`src/rtl/vga_pkg.sv`:
```
// Shared screen geometry, bus widths, FSM encoding and pixel-slot type for the
// sprite blitter and its delay line.
package vga_pkg;

  localparam int SCREEN_W   = 320;
  localparam int SCREEN_H   = 240;
  localparam int X_W        = 9;
  localparam int Y_W        = 8;
  localparam int COLOUR_W   = 3;
  localparam int ROM_ADDR_W = 14;

  localparam logic [1:0] S_IDLE  = 2'd0;
  localparam logic [1:0] S_RUN   = 2'd1;
  localparam logic [1:0] S_DRAIN = 2'd2;
  localparam logic [1:0] S_DONE  = 2'd3;

  typedef enum logic [1:0] {
    ST_IDLE  = S_IDLE,
    ST_RUN   = S_RUN,
    ST_DRAIN = S_DRAIN,
    ST_DONE  = S_DONE
  } state_t;

  // Coordinates carry one extra bit so an overflowing sum reads as off-screen.
  typedef struct packed {
    logic           valid;
    logic [X_W:0]   x;
    logic [Y_W:0]   y;
  } slot_t;

  function automatic logic on_screen(input logic [X_W:0] x, input logic [Y_W:0] y);
    return (x < (X_W+1)'(SCREEN_W)) && (y < (Y_W+1)'(SCREEN_H));
  endfunction

endpackage

```
`src/rtl/blit_delay_line.sv`:
```
// DEPTH-stage shift register that carries each pixel's coordinates alongside
// the sprite-ROM read so they meet the returned colour in the same cycle.
module blit_delay_line
  import vga_pkg::*;
#(
  parameter int DEPTH = 1
) (
  input  logic  clk,
  input  logic  rst_n,
  input  slot_t head,
  output slot_t tail
);

  slot_t stages [DEPTH];

  // NOTE: every stage is cleared on reset, not just the valid bits' first
  // stage, so no half-fetched pixel can surface after reset is released.
  always_ff @(posedge clk or negedge rst_n) begin
    if (!rst_n) begin
      for (int i = 0; i < DEPTH; i++) stages[i] <= '0;
    end else begin
      stages[0] <= head;
      for (int i = 1; i < DEPTH; i++) stages[i] <= stages[i-1];
    end
  end

  assign tail = stages[DEPTH-1];

endmodule

```
`src/rtl/sprite_blitter.sv`:
```
// Sweeps one SPR_W x SPR_H sprite out of ROM and streams its pixels to the
// VGA adapter, clipping off-screen and transparent pixels; also erases.
module sprite_blitter
  import vga_pkg::*;
#(
  parameter int                  SPR_W       = 80,
  parameter int                  SPR_H       = 120,
  parameter int                  ROM_LAT     = 1,
  parameter logic [COLOUR_W-1:0] TRANSPARENT = 3'b111
) (
  input  logic                  clk,
  input  logic                  reset,
  input  logic                  start,
  input  logic                  erase,
  input  logic [X_W-1:0]        x0,
  input  logic [Y_W-1:0]        y0,
  input  logic [ROM_ADDR_W-1:0] rom_base,
  input  logic [COLOUR_W-1:0]   bg_colour,
  output logic [ROM_ADDR_W-1:0] rom_addr,
  input  logic [COLOUR_W-1:0]   rom_q,
  output logic [X_W-1:0]        x_out,
  output logic [Y_W-1:0]        y_out,
  output logic [COLOUR_W-1:0]   colour_out,
  output logic                  plot,
  output logic                  busy,
  output logic                  done
);

  localparam int COL_W = (SPR_W > 1) ? $clog2(SPR_W) : 1;
  localparam int ROW_W = (SPR_H > 1) ? $clog2(SPR_H) : 1;
  localparam int CNT_W = $clog2(ROM_LAT + 2);

  localparam logic [COL_W-1:0] LAST_COL   = COL_W'(SPR_W - 1);
  localparam logic [ROW_W-1:0] LAST_ROW   = ROW_W'(SPR_H - 1);
  localparam logic [CNT_W-1:0] DRAIN_LAST = CNT_W'(ROM_LAT);

  state_t                state, state_next;
  logic                  erase_q;
  logic [X_W-1:0]        x0_q;
  logic [Y_W-1:0]        y0_q;
  logic [COLOUR_W-1:0]   bg_q;
  logic [COL_W-1:0]      col;
  logic [ROW_W-1:0]      row;
  logic [CNT_W-1:0]      drain_cnt;
  logic                  last_pixel;
  slot_t                 head, tail;
  logic                  draw;
  logic [COLOUR_W-1:0]   pixel_colour;

  assign last_pixel = (col == LAST_COL) && (row == LAST_ROW);

  always_ff @(posedge clk or negedge reset) begin
    if (!reset) state <= ST_IDLE;
    else        state <= state_next;
  end

  // NOTE: every output of this block gets a default before the case so no
  // path leaves one unassigned and a latch is never inferred.
  always_comb begin
    state_next = state;
    busy       = 1'b0;
    done       = 1'b0;
    case (state)
      ST_IDLE:  if (start) state_next = ST_RUN;
      ST_RUN: begin
        busy = 1'b1;
        if (last_pixel) state_next = ST_DRAIN;
      end
      ST_DRAIN: begin
        busy = 1'b1;
        if (drain_cnt == DRAIN_LAST) state_next = ST_DONE;
      end
      ST_DONE: begin
        done       = 1'b1;
        state_next = ST_IDLE;
      end
      default:  state_next = ST_IDLE;
    endcase
  end

  // NOTE: sequential state uses non-blocking assignments so every register
  // samples the pre-edge value of its neighbours regardless of statement order.
  always_ff @(posedge clk or negedge reset) begin
    if (!reset) begin
      erase_q   <= 1'b0;
      x0_q      <= '0;
      y0_q      <= '0;
      bg_q      <= '0;
      col       <= '0;
      row       <= '0;
      drain_cnt <= '0;
      rom_addr  <= '0;
    end else begin
      case (state)
        ST_IDLE: begin
          if (start) begin
            erase_q  <= erase;
            x0_q     <= x0;
            y0_q     <= y0;
            bg_q     <= bg_colour;
            col      <= '0;
            row      <= '0;
            rom_addr <= rom_base;
          end
        end
        ST_RUN: begin
          drain_cnt <= '0;
          if (last_pixel) begin
            // Address stays on the final pixel through the drain.
            col <= '0;
            row <= '0;
          end else begin
            rom_addr <= rom_addr + ROM_ADDR_W'(1);
            if (col == LAST_COL) begin
              col <= '0;
              row <= row + ROW_W'(1);
            end else begin
              col <= col + COL_W'(1);
            end
          end
        end
        ST_DRAIN: drain_cnt <= drain_cnt + CNT_W'(1);
        default: ;
      endcase
    end
  end

  always_comb begin
    head.valid = (state == ST_RUN);
    head.x     = (X_W+1)'(x0_q) + (X_W+1)'(col);
    head.y     = (Y_W+1)'(y0_q) + (Y_W+1)'(row);
  end

  blit_delay_line #(
    .DEPTH (ROM_LAT)
  ) u_delay_line (
    .clk   (clk),
    .rst_n (reset),
    .head  (head),
    .tail  (tail)
  );

  assign pixel_colour = erase_q ? bg_q : rom_q;
  assign draw = tail.valid && on_screen(tail.x, tail.y) &&
                (erase_q || (rom_q != TRANSPARENT));

  // Skipped pixels leave the adapter bus untouched; only plot drops.
  always_ff @(posedge clk or negedge reset) begin
    if (!reset) begin
      plot       <= 1'b0;
      x_out      <= '0;
      y_out      <= '0;
      colour_out <= '0;
    end else begin
      plot <= draw;
      if (draw) begin
        x_out      <= tail.x[X_W-1:0];
        y_out      <= tail.y[Y_W-1:0];
        colour_out <= pixel_colour;
      end
    end
  end

endmodule

```
`config.mk`:
```
export PLATFORM = sky130hd
export DESIGN_NAME = sprite_blitter
export DESIGN_NICKNAME = d
export VERILOG_FILES = /design/src/rtl/vga_pkg.sv /design/src/rtl/blit_delay_line.sv /design/src/rtl/sprite_blitter.sv
export SDC_FILE = /design/constraint.sdc
export NUM_CORES = 1
export LEC_CHECK = 0
export ABC_AREA = 1
export CORE_ASPECT_RATIO = 2
export CORE_MARGIN = 4
export CORE_UTILIZATION = 57
export CTS_CLUSTER_DIAMETER = 50
export DETAILED_ROUTE_END_ITERATION = 10
export MAX_ROUTING_LAYER = met4
export PLACE_DENSITY = 0.88
export SLEW_MARGIN = 20
export SYNTH_ARGS = -nofsm -noshare
export SYNTH_HDL_FRONTEND = slang
export SYNTH_HIERARCHICAL = 1
export SYNTH_SLANG_ARGS = --single-unit
```
`constraint.sdc`:
```
create_clock -name clk -period 4.22 [get_ports clk]
set_input_delay 0.844 -clock clk [delete_from_list [all_inputs] [get_ports clk]]
set_output_delay 0.844 -clock clk [all_outputs]
set_load 0.1 [all_outputs]
```
* Yosys cells after proc, flatten, opt, wreduce, memory -nomap -nowiden
Index checks and enable logic that the tools add are counted.
** Cells by class
- $add $sub $neg :: 6
- Multiply operators :: 0
- Div/mod/pow operators :: 0
- Magnitude comparators :: 2
- Equality and inequality tests :: 12
- Shift-type cells :: 0
- Muxes and demuxes :: 18
- Bitwise logic cells :: 0
- Reduce and logical (&&, ||, !) cells :: 14
** Operators by type and width (count)
- 7-bit 2-to-1 mux :: 5
- 14-bit 2-to-1 mux :: 2
- 14-bit case mux with 2 select lines :: 1
- 7-bit case mux with 2 select lines :: 2
- 14-bit by 1-bit adder with 14-bit output (second input constant) :: 1
- 7-bit by 1-bit adder with 7-bit output (second input constant) :: 2
- 7-bit equality test (second input constant) :: 2
- 9-bit by 7-bit adder with 10-bit output :: 1
- 10-bit by 9-bit < comparator with 1-bit output (second input constant) :: 1
- 8-bit by 7-bit adder with 9-bit output :: 1
- 9-bit by 8-bit < comparator with 1-bit output (second input constant) :: 1
- 3-bit AND reduction :: 3
- 2-bit inequality test (second input constant) :: 4
- 2-bit case mux with 4 select lines :: 1
- 2-bit 2-to-1 mux :: 3
- 3-bit inequality test (second input constant) :: 2
- 2-bit by 1-bit equality test with 1-bit output (second input constant) :: 2
- 2-bit equality test (second input constant) :: 2
- 1-bit logical AND :: 4
- 2-bit case mux with 2 select lines :: 1
- 2-bit AND reduction :: 2
- 2-bit nonzero test :: 2
- 3-bit 2-to-1 mux :: 1
- 2-bit by 1-bit adder with 2-bit output (second input constant) :: 1
- 4 further kinds :: 5
** Storage, ports and cells
- Bits in registers :: 94
- Bits in latches :: 0
- Memory bits (writable) :: 0
- Memory bits (read-only) :: 0
- Input port bits :: 41
- Output and inout bits :: 37
- Memories kept :: 0

* Depth between registers and ports, before layout
- Depth after elaboration :: 4
- Gate-level depth with buffers :: 10
- Mapped depth without buffers :: 10

* By module
Netlist, hierarchy kept.
** Modules (own cells, without submodules)
- sprite_blitter :: instances 1, cells an instance 555, area an instance 4350.4 um^2, seq. area each 1851.8 um^2
- blit_delay_line :: instances 1, cells an instance 20, area an instance 500.5 um^2, seq. area each 500.5 um^2

* Worst setup path before layout
Ideal clock, no wire load.
- Path type :: register to output
- Start :: register state[0]
- End :: output busy
- Arrival time :: 1340 ps
- Data required time :: 3376 ps
- Setup slack :: 2036 ps
- Stages on the path, launching flop included :: 3
- Cells stage by stage :: dfrtp_1 -> inv_1 -> ha_1
** On the way
- Cells in the longest elaborated chain, start to end :: 3
- Elaborated cells on any way between the ends :: 4
- Those cells by class :: 2 x eq/ne; 1 x mux; 1 x reduce/logical
** RTL lines
- from (decl) :: line sprite_blitter.sv:37 : state_t state, state_next;
- from (signal assigned) :: line sprite_blitter.sv:54 : else state <= state_next;
- 2-bit equality test / 2-bit by 1-bit equality test with 1-bit output (equally long branches) :: line sprite_blitter.sv:63 : case (state)
- 2-bit OR reduction (no source line) (*)
- 1-bit 2-to-1 mux (*) :: line sprite_blitter.sv:63
- to (decl) :: line sprite_blitter.sv:25 : output logic busy,
Every way passes the cells marked *; elsewhere a longest branch is shown, timed or not.

* Worst setup path in the final report
Same ends and word-level chain as after synthesis.

==> results by group <==
Cells and area
  – Area delta synth->final: 23.24%
  – Design Area, Final: 0.005978 mm2
  – Share of cells above drive strength 1: 0.07903
  – Antenna diodes: 0
  – Final #Nets: 718
  – Post-layout util: 0.7210

Timing
  – Hold Fails Final Rpt: 0
  – Slew of the pin with the lowest slew margin: 0.9849 ns
  – Final period demand of the worst path: 3.218 ns
  – Clk_skew: 0.004012 ns
  – FMAX: slightly above 300 MHz
  – Unrepaired setup endpoints after global routing: no
  – Worst hold slack: between 0.4 and 0.5 ns
  – Final-report setup violation count: 0
  – Setup TNS: 0 ns
  – Final worst-path cycle share: 0.7627
  – Slew Limit Fails: 0
  – Slew HR: 0.3414

Die
  – Initial Utilization: 0.5850
  – Die Ht: 138.5 um
  – Num rows: 47
  – I/O Pins: 78
  – Die ar.: 0.01014 mm2
  – Core area: 0.008292 mm2
  – Die width: about 73 um

Setup path
  – Required @ worst endpoint: ~3.4 ns
  – CP Max Fanout: 6
  – R2r startpoint: state[1]$_DFFE_PN0P_
  – Worst Path Arrival: 2.37 ns
  – R2R cell count: 9
  – R2R Path End: rom_addr[6]$_DFFE_PN0P_
  – Crit-path cells: inv_1 -> ha_1 -> clkdlybuf4s50_1
  – Worst Setup Start Kind: flop
  – CP max stage delay: 1.17 ns
  – Slowest stage cell, crit path: clkdlybuf4s50_1
  – Setup crit end kind: output pin
  – R2R Setup Slk: 1.63 ns
  – Critical path class: flop to output pin
  – Kind of cell adding the most delay to the critical path: buffers and inverters
  – Crit path buf inv count: 2

Worst hold path
  – Hold_sp: u_delay_line/tail[12]$_DFF_PN0_
  – WHS Endpoint: x_out[3]$_DFFE_PN0P_
  – Worst min-delay path category: flop to flop
  – Number of cells on the worst hold path: 2

Synth
  – Post-Syn Nets: 640
  – Number of synthesized flops with an enable pin: 0
  – Mean Syn Cell Area: 8.436 um2
  – Ranking of synthesized cells by area: dfrtp_1, nand2_1, ha_1
  – Syn Inst Count: about 580
  – Top FF cell, synth: dfrtp_1
  – Sequential-to-total area share from yosys stat: 0.4849
  – Library cells used by synthesis: 33
  – Top cells by count, synth: nand2_1, dfrtp_1, inv_1
  – Synthesized area: 0.004851 mm2
  – Area leader, netlist: dfrtp_1
  – Top-area cell type share of the netlist area: 0.4849
  – Async S/R FF share, synth: 1.000
  – Most common cell in the netlist: nand2_1
  – Synth Warn #: 6
  – Flops & latches, synth: 94

CTS
  – Total CTS buffers: 9
  – Skew-Pair Late Insertion Delay: roughly 0.33 ns
  – Root Buffer: clkbuf_16
  – Post-CTS Setup Repair Bufs: 0
  – Post-CTS Resized: 0
  – Max Buffers Root-to-Sink: 2
  – CTS clk-pin slew, worst paths: ~0.060 ns
  – Max H-tree Level: 3
  – CTS tree: done
  – Hold_buf cts: 0
  – Clock sink count: 94

Placed design
  – Hpwl dp: 7809 um
  – Routability cong.: 0.8949
  – Area after DPL: 0.005684 mm2
  – Port bufs: 77

Global route
  – Largest net degree at the start of global routing: 70
  – GR Layer Usage met3: 0.03997
  – First-pass GRT wire length: around 19000 um
  – Gr ovfl total: 0
  – Vias in the first global route: between 4000 and 5000
  – Tot GR Track Use: 0.2366
  – Initial antenna violation count: 0
  – GR Layer Usage met2: 0.4152
  – Grt peak-use layer: met2
  – Met1 usage: 0.2471

Route
  – DR vias: roughly 4000
  – DRT Pass-1 Iters: 4
  – Drt wl/cell: roughly 14 um
  – Drt via density: 5.380
  – Post-Route WL: 10850 um
  – Post-route ant nets: 0
  – DRT iter0 DRCs: approximately 230
  – DRC: 0

Run status
  – Status: completed

Run
  – Max Cap Violations: 0
cells by family after synthesis:
logic type      share of synthesized area
simple gates                       0.2582
flops                              0.4849
buf+inv                           0.06216
compound gates                    0.06371
fa+ha+maj                         0.06500
xor+xnor                          0.02889
mux                               0.03714
worst min-delay path, cell delays in order, from the launching register on:
cell     delay (ns)
dfrtp_1        0.32
nand2_1        0.05
nand2_1        0.05
metrics by stage:
step / setup WS, ns / cells
after floorplan: 2.036 / 575
after global placement: 1.425 / 740
after detailed placement: 1.359 / 740
after CTS: 0.9876 / 756
after global routing: 0.9505 / 756
final: 1.002 / 756
per-layer routing:
layer | vias to the layer above | wire length, um
li1 | 1977 | -
met1 | 1931 | 3908
met2 | 123 | 6090
met3 | 36 | 467
met4 | 0 | 379
met5 | - | 0
worst max path at each step:
stage,startpoint,end,slack [ns],cells after the start
final,state[0]$_DFFE_PN0P_,busy,1.00,3
after CTS,state[0]$_DFFE_PN0P_,busy,0.99,3
after global placement,state[0]$_DFFE_PN0P_,busy,1.43,3
after floorplan,state[0]$_DFFE_PN0P_,busy,2.04,2
after global routing,state[1]$_DFFE_PN0P_,busy,0.95,3
after detailed placement,state[0]$_DFFE_PN0P_,busy,1.36,3
state kept, by name (all words and copies together) (netlist names):
name	count
colour_out	3
u_delay_line/tail	20
drain_cnt	2
bg_q	3
erase_q	1
plot	1
col	7
x_out	9
y_out	8
y0_q	8
state	2
row	7
rom_addr	14
x0_q	9
layout make-up:
cell class	count	area, um2
flip-flops and latches	94	2352
fillers	613	2313
multi-input cells	410	2197
repair buffers	79	783.3
clock buffers	13	250.2
inverters	59	229.0
well taps	98	122.6
clock inverters	3	43.79
cells in the final DEF (no fill, tap or decap), types with 2 or more instances in the layout:
| master | count |
|---|---|
| inv_2 | 3 |
| fa_1 | 2 |
| a21o_1 | 2 |
| nand3_1 | 39 |
| nand2_2 | 2 |
| o21ai_0 | 15 |
| nand4_1 | 11 |
| clkdlybuf4s50_1 | 76 |
| mux2_2 | 16 |
| xor2_1 | 12 |
| clkbuf_16 | 9 |
| dfrtp_1 | 94 |
| a21oi_1 | 21 |
| buf_4 | 3 |
| or2_2 | 2 |
| clkbuf_1 | 3 |
| o21ai_2 | 8 |
| nand2_1 | 198 |
| nor3_1 | 2 |
| inv_1 | 54 |
| ha_1 | 22 |
| o21bai_1 | 4 |
| nor2_1 | 44 |
| xnor2_1 | 4 |
Power is not shown: default switching activity piles up to over one toggle a cycle in this logic, so the estimate is an artifact.
